File: src/rtl/axi_arb_pkg.sv
// Shared types and defaults for the AXI address-channel arbiters.
package axi_arb_pkg;

  localparam int ARB_ID_W    = 4;
  localparam int ARB_ADDR_W  = 32;
  localparam int ARB_LEN_W   = 4;
  localparam int ARB_SIZE_W  = 3;
  localparam int ARB_BURST_W = 2;

  localparam logic ARB_FIXED = 1'b0;
  localparam logic ARB_RR    = 1'b1;

  typedef enum logic {
    ARB_IDLE,
    ARB_GRANT
  } arb_state_t;

endpackage : axi_arb_pkg

File: src/rtl/rr_priority_picker.sv
// Combinational winner selection: highest set index in fixed mode, or the
// first set index at or after ptr (wrapping at N-1) in round-robin mode.
module rr_priority_picker
  import axi_arb_pkg::*;
#(
  parameter int N  = 4,
  parameter int PW = $clog2(N)
) (
  input  logic [N-1:0]  req,
  input  logic [PW-1:0] ptr,
  input  logic          mode,
  output logic [PW-1:0] idx,
  output logic          any
);

  logic found;
  int   c;

  // Scan candidates in priority order; wrap is done against N, not 2**PW.
  always_comb begin
    idx   = '0;
    found = 1'b0;
    c     = 0;
    if (mode == ARB_RR) begin
      for (int i = 0; i < N; i++) begin
        c = int'(ptr) + i;
        if (c >= N) c = c - N;
        for (int j = 0; j < N; j++) begin
          if (!found && (j == c) && req[j]) begin
            idx   = PW'(j);
            found = 1'b1;
          end
        end
      end
    end else begin
      for (int i = 0; i < N; i++) begin
        if (req[i]) idx = PW'(i);
      end
    end
  end

  assign any = |req;

endmodule : rr_priority_picker

File: src/rtl/axi_addr_arbiter_rr.sv
// N-master arbiter for one AXI address channel. Holds a grant until the
// address handshake, then re-arbitrates in the same cycle (no bubble).
//
// state     | meaning
// ----------+-----------------------------------------------------------
// ARB_IDLE  | no grant held; outputs zero; any request is granted next
// ARB_GRANT | master g owns the channel until VALID&READY or VALID drops
module axi_addr_arbiter_rr
  import axi_arb_pkg::*;
#(
  parameter int NUM_MASTERS = 4,
  parameter int ID_W        = ARB_ID_W,
  parameter int ADDR_W      = ARB_ADDR_W,
  parameter int LEN_W       = ARB_LEN_W,
  parameter int SIZE_W      = ARB_SIZE_W,
  parameter int RR_MODE     = 1,
  parameter int MIDX_W      = $clog2(NUM_MASTERS)
) (
  input  logic                              clk,
  input  logic                              rst,
  input  logic [NUM_MASTERS*ID_W-1:0]       ID_in,
  input  logic [NUM_MASTERS*ADDR_W-1:0]     ADDR_in,
  input  logic [NUM_MASTERS*LEN_W-1:0]      LEN_in,
  input  logic [NUM_MASTERS*SIZE_W-1:0]     SIZE_in,
  input  logic [NUM_MASTERS*ARB_BURST_W-1:0] BURST_in,
  input  logic [NUM_MASTERS-1:0]            VALID_in,
  output logic [NUM_MASTERS-1:0]            READY_out,
  input  logic                              READY,
  output logic [ID_W-1:0]                   ID,
  output logic [ADDR_W-1:0]                 ADDR,
  output logic [LEN_W-1:0]                  LEN,
  output logic [SIZE_W-1:0]                 SIZE,
  output logic [ARB_BURST_W-1:0]            BURST,
  output logic                              VALID,
  output logic [MIDX_W-1:0]                 Master,
  output logic                              grant_active
);

  arb_state_t        state;
  logic [MIDX_W-1:0] g;
  logic [MIDX_W-1:0] rr_ptr;
  logic [MIDX_W-1:0] next_ptr;
  logic [MIDX_W-1:0] pick_ptr;
  logic [MIDX_W-1:0] win;
  logic              win_any;
  logic              granted;
  logic              g_valid;
  logic              handshake;

  // Reset gates the grant in the same cycle so no handshake can slip through.
  assign granted   = (state == ARB_GRANT) && !rst;
  assign handshake = granted && g_valid && READY;
  assign next_ptr  = (g == MIDX_W'(NUM_MASTERS - 1)) ? '0 : g + 1'b1;
  assign pick_ptr  = handshake ? next_ptr : rr_ptr;

  rr_priority_picker #(
    .N  (NUM_MASTERS),
    .PW (MIDX_W)
  ) u_pick (
    .req  (VALID_in),
    .ptr  (pick_ptr),
    .mode ((RR_MODE != 0) ? ARB_RR : ARB_FIXED),
    .idx  (win),
    .any  (win_any)
  );

  // Channel mux: only the granted slice ever reaches the outputs.
  always_comb begin
    g_valid   = 1'b0;
    ID        = '0;
    ADDR      = '0;
    LEN       = '0;
    SIZE      = '0;
    BURST     = '0;
    READY_out = '0;
    for (int k = 0; k < NUM_MASTERS; k++) begin
      if (g == MIDX_W'(k)) begin
        g_valid = VALID_in[k];
        if (granted) begin
          ID           = ID_in[k*ID_W +: ID_W];
          ADDR         = ADDR_in[k*ADDR_W +: ADDR_W];
          LEN          = LEN_in[k*LEN_W +: LEN_W];
          SIZE         = SIZE_in[k*SIZE_W +: SIZE_W];
          BURST        = BURST_in[k*ARB_BURST_W +: ARB_BURST_W];
          READY_out[k] = READY & VALID_in[k];
        end
      end
    end
    VALID        = granted & g_valid;
    Master       = granted ? g : '0;
    grant_active = granted;
  end

  // Grant FSM: register winner, hold until handshake or VALID withdrawal.
  always_ff @(posedge clk) begin
    if (rst) begin
      state  <= ARB_IDLE;
      g      <= '0;
      rr_ptr <= '0;
    end else begin
      case (state)
        ARB_IDLE: begin
          if (win_any) begin
            g     <= win;
            state <= ARB_GRANT;
          end
        end
        ARB_GRANT: begin
          if (handshake) begin
            if (RR_MODE != 0) rr_ptr <= next_ptr;
            if (win_any) g <= win;
            else         state <= ARB_IDLE;
          end else if (!g_valid) begin
            // Master withdrew VALID without a handshake; pointer untouched.
            state <= ARB_IDLE;
          end
        end
        default: state <= ARB_IDLE;
      endcase
    end
  end

endmodule : axi_addr_arbiter_rr

File: config.mk
export PLATFORM = sky130hd
export DESIGN_NAME = axi_addr_arbiter_rr
export DESIGN_NICKNAME = d
export VERILOG_FILES = /design/src/rtl/axi_arb_pkg.sv /design/src/rtl/rr_priority_picker.sv /design/src/rtl/axi_addr_arbiter_rr.sv
export SDC_FILE = /design/constraint.sdc
export NUM_CORES = 1
export LEC_CHECK = 0
export BUFFER_PORTS_ARGS = -buffer_cell sky130_fd_sc_hd__buf_4
export CAP_MARGIN = 20
export CORE_AREA = 2 2 93 95
export DETAILED_ROUTE_END_ITERATION = 12
export DIE_AREA = 0 0 95 97
export PLACE_DENSITY = 0.69
export SLEW_MARGIN = 20
export SYNTH_ARGS = -nofsm -noshare
export SYNTH_HDL_FRONTEND = slang
export SYNTH_HIERARCHICAL = 1
export SYNTH_SLANG_ARGS = --single-unit
export TNS_END_PERCENT = 1
File: constraint.sdc
create_clock -name clk -period 3.21 [get_ports clk]
set_clock_uncertainty 0.05 [all_clocks]
set_input_delay 0.321 -clock clk [delete_from_list [all_inputs] [get_ports clk]]
set_output_delay 0.321 -clock clk [all_outputs]
set_load 0.01 [all_outputs]
==> flow_results.org <==
** Floorplan
- Row generation in the floorplan step produced 33 rows.
- For this configuration, the core starts out at a cell density of 24.69%.
- Measured along the y axis, the die boundary spans 97 um.
- The total area inside the core boundary comes to 0.008134 mm^2.
- Die area :: 0.009215 mm^2
- Horizontal die dimension :: 95 um
- Pin placement for this block handled 240 I/O pins.

** Layout
- Counting the fill cells in the layout gives 829.
- Cells with a size suffix above 1 make up 46.81% of the layout.
- The area growth from synthesis to layout is 95.95%.
- N_diodes :: 0
- Number of nets in the layout :: 741

** Worst setup path
- Critical path capture point type :: primary output
- Of all nets on the critical path, the largest fanout is 91.
- Required time of the critical path :: 2.84 ns
- The endpoint identified for the worst register-to-register timing path is g[0].
- The worst register-to-register path has a depth of 11.
- Critical register-to-register path startpoint :: g[1]
- Worst path arrival time :: 2.48 ns
- Kind of critical path :: flop to primary output
- On the worst path, the slowest cell contributes a delay of 0.65 ns.
- The worst setup path is launched from a flop.
- The cell that appears most often on the critical path is sky130_fd_sc_hd__buf_4.
- Slowest cell on crit path :: sky130_fd_sc_hd__buf_4
- Worst-path cell chain :: inv_1, ha_2, buf_4, a221oi_1, a211o_1, a21oi_1, buf_4
- The worst register-to-register path has a setup slack of 0.43 ns.

** STA
- Worst Slack Setup Final :: 0.3561 ns
- RSZ-0062 raised after global routing :: no
- Crit path time final :: 2.854 ns
- For the pin with the worst max-slew slack, the measured transition is 0.8731 ns.
- Final period util :: 88.91%
- The hold violation count in the final report was 0.
- Final number of setup-violating endpoints :: 0
- For the final routed database, the setup TNS stands at 0 ns.
- Final worst hold slack :: 0.2610 ns
- The final-report max-slew violation count came to 0.
- In this run the tightest slew margin relative to its limit is 41.79%.
- Timing would allow up to 0.3504 GHz.

** Clock network
- Clock-pin slew on the worst setup and hold paths :: 0.04 ns
- Number of hold buffers added after CTS :: 0
- CTS built an H-tree with a depth of 1.
- In this run, post-CTS repair resized a total of 0 instances.
- Post-CTS Setup Repair Bufs :: 0
- TritonCTS built the clock tree.
- Root buffer cell :: sky130_fd_sc_hd__clkbuf_8
- Number of buffers created by CTS :: 3
- Clock Sinks :: 5
- In this run the deepest clock path goes through 2 buffers.
- Clock latency on the worst-skew pair, taken at its later pin, is 0.22 ns.

** Logic synthesis
- The synthesized netlist devotes 2.492% of its cell area to adder and majority cells.
- Syn Inst Count :: 328
- Most used standard cell by instance count after synthesis :: sky130_fd_sc_hd__inv_1
- Dominant combinational cell family by area after synthesis :: compound AO/OA/AOI/OAI gates
- Summing the areas of all compound-gate instances in the mapped netlist gives 56.14% of the synthesized area.
- Summing the areas of all and, or, nand and nor instances in the mapped netlist gives 18.32% of the synthesized area.
- The synthesized netlist occupies a cell area of 0.002008 mm^2.
- The synthesized design devotes to its leading area cell type 20.06% of total area.
- Async set-reset flop share out of synthesis :: 0%
- Number of synthesized flops with an enable pin :: 0
- Netlist cell types :: 31
- Part of the Yosys area used for sequential elements :: 4.984%
- The synthesized netlist devotes 0% of its cell area to XOR and XNOR gates.
- Average instance area after synthesis :: 6.122 um^2
- The commonest cells after synthesis are 53 x sky130_fd_sc_hd__inv_1, 50 x sky130_fd_sc_hd__nand2_1, 49 x sky130_fd_sc_hd__a21oi_1.
- The largest total area in the synthesized netlist belongs to sky130_fd_sc_hd__a221oi_1.
- Proportion of synthesized area in mux cells :: 0.9969%
- Top flip-flop cell by instance count after synthesis :: sky130_fd_sc_hd__dfxtp_1
- Count of yosys warnings during synthesis :: 6
- Count of state elements after synthesis :: 5
- Ranked by total cell area, the synthesized netlist is headed by sky130_fd_sc_hd__a221oi_1 20%, sky130_fd_sc_hd__a211o_1 20%, sky130_fd_sc_hd__a21oi_1 12%.

** Worst hold path
- The worst hold path passes through 2 cells.
- Hold Crit Class :: input port to flop
- In this run the most critical hold path is launched from rst.
- The path with the worst hold slack has its endpoint at rr_ptr[0].

** Placed design
- Routability-driven placement congestion ratio :: 0.9399
- Post-DP HPWL :: 7442 um
- Worst slack at placement :: 0.4675 ns
- The count of buffers added on input and output ports is 239.

** GRT
- Global routing used 19.47% of the available tracks across all layers.
- Global-route wire length before repair :: 14,980 um
- The number of global-route vias before repair was 3,050.
- Pin count of the biggest net entering global routing :: 92
- Antenna violations before repair :: 0
- Remaining Overflow, GRT :: 0

** Route
- Number of design rule violations left after detail routing :: 0
- Average wire per cell in the routed design :: 14.96 um
- Number of iterations in the first detailed-routing pass :: 4
- Dividing the detail-routed via count by the number of cells gives 5.144.
- The first routing iteration left 83 violations.
- Number of nets with antenna violations after detailed routing :: 0
- The final route contains 3,364 vias.
- After detailed routing, the total wire length is 9786 um.

** Power
- Static leakage :: 0.002115 uW
- Power comes to 1003 uW.
- The worst-case IR drop observed on VDD is 0.0002735 V.
- Power spread over the standard cell area amounts to 254.8 mW/mm^2.

** Run
- The tool flagged a number of max-cap violations equal to 0.

** Status
- Outcome :: completed
==> logic make-up (layout without fill, tap and decap cells) <==
logic type / after synthesis / count (layout)
flip-flops: 5 / 5
adder cells (fa/ha/maj): 4 / 4
multiplexers: 2 / 2
AO/OA/AOI/OAI: 151 / 151
AND/OR/NAND/NOR: 77 / 77
buffers and inverters: 88 / 304
other: 1 / 6
==> state kept, by name (all words and copies together), names as in the netlist <==
register,flops
g,2
rr_ptr,2
state,1
==> cells in the final DEF (no fill, tap or decap), drive strengths merged, types with 2 or more instances in the layout <==
cell,instances
buf,247
inv,53
nand2,50
a21oi,49
a221oi,46
a211o,45
nand2b,8
conb,6
dfxtp,5
and3,4
ha,4
clkbuf,4
o21ai,3
nor2,3
nor2b,3
nor3b,2
a221o,2
or4,2
mux2i,2
a211oi,2
nand3b,2
==> worst max-delay path, delay by kind of cell (launching register included) <==
kind                     cells  cell delay, ns
AO/OA/AOI/OAI                3            0.71
adder cells (fa/ha/maj)      1            0.21
buffers and inverters        3            0.95
flip-flops                   1            0.34
==> power breakdown <==
part	total, uW	switching (uW)	leakage [uW]	internal (uW)
Combinational	812	369	0.00205	443
Sequential	74.5	6.09	0.0000411	68.4
Clock	116	31.2	0.0000228	85.3
==> per-layer routing <==
layer | global-route usage, % | vias to the layer above | wire length, um
li1 | - | 1648 | -
met3 | 4.206 | 10 | 924
met2 | 35.57 | 158 | 4894
met4 | 2.453 | 0 | 99
met5 | 0 | - | 0
met1 | 23.55 | 1548 | 3866
==> layout make-up <==
type / instances / area, um^2 / share of cell area, %
Sequential cell: 5 / 100.1 / 2.544
Multi-Input combinational cell: 240 / 1605 / 40.79
Timing Repair Buffer: 247 / 1854 / 47.12
Tap cell: 105 / 131.4 / 3.339
Clock buffer: 4 / 45.04 / 1.145
Inverter: 53 / 198.9 / 5.056
==> stage by stage <==
step / util [%] / instance area (um^2) / instances
2_1_floorplan: - / 2027 / 333
3_3_place_gp: 47.82 / 3890 / 650
3_5_place_dp: 47.82 / 3890 / 650
4_1_cts: 48.38 / 3935 / 654
5_1_grt: 48.38 / 3935 / 654
6_report: 48.38 / 3935 / 654
==> how the worst max path moves through the flow <==
stage / start / slack [ns] / to / depth (start not counted)
floorplan: g[1] / 0.69 / g[0] / 11
global placement: g[1] / 0.55 / g[0] / 11
detailed placement: g[1] / 0.47 / g[0] / 11
CTS: g[0] / 0.35 / ADDR[7] / 8
global route: g[0] / 0.19 / SIZE[2] / 7
finish: g[0] / 0.36 / SIZE[2] / 7
Note: power is estimated with default switching activity, not from simulation.
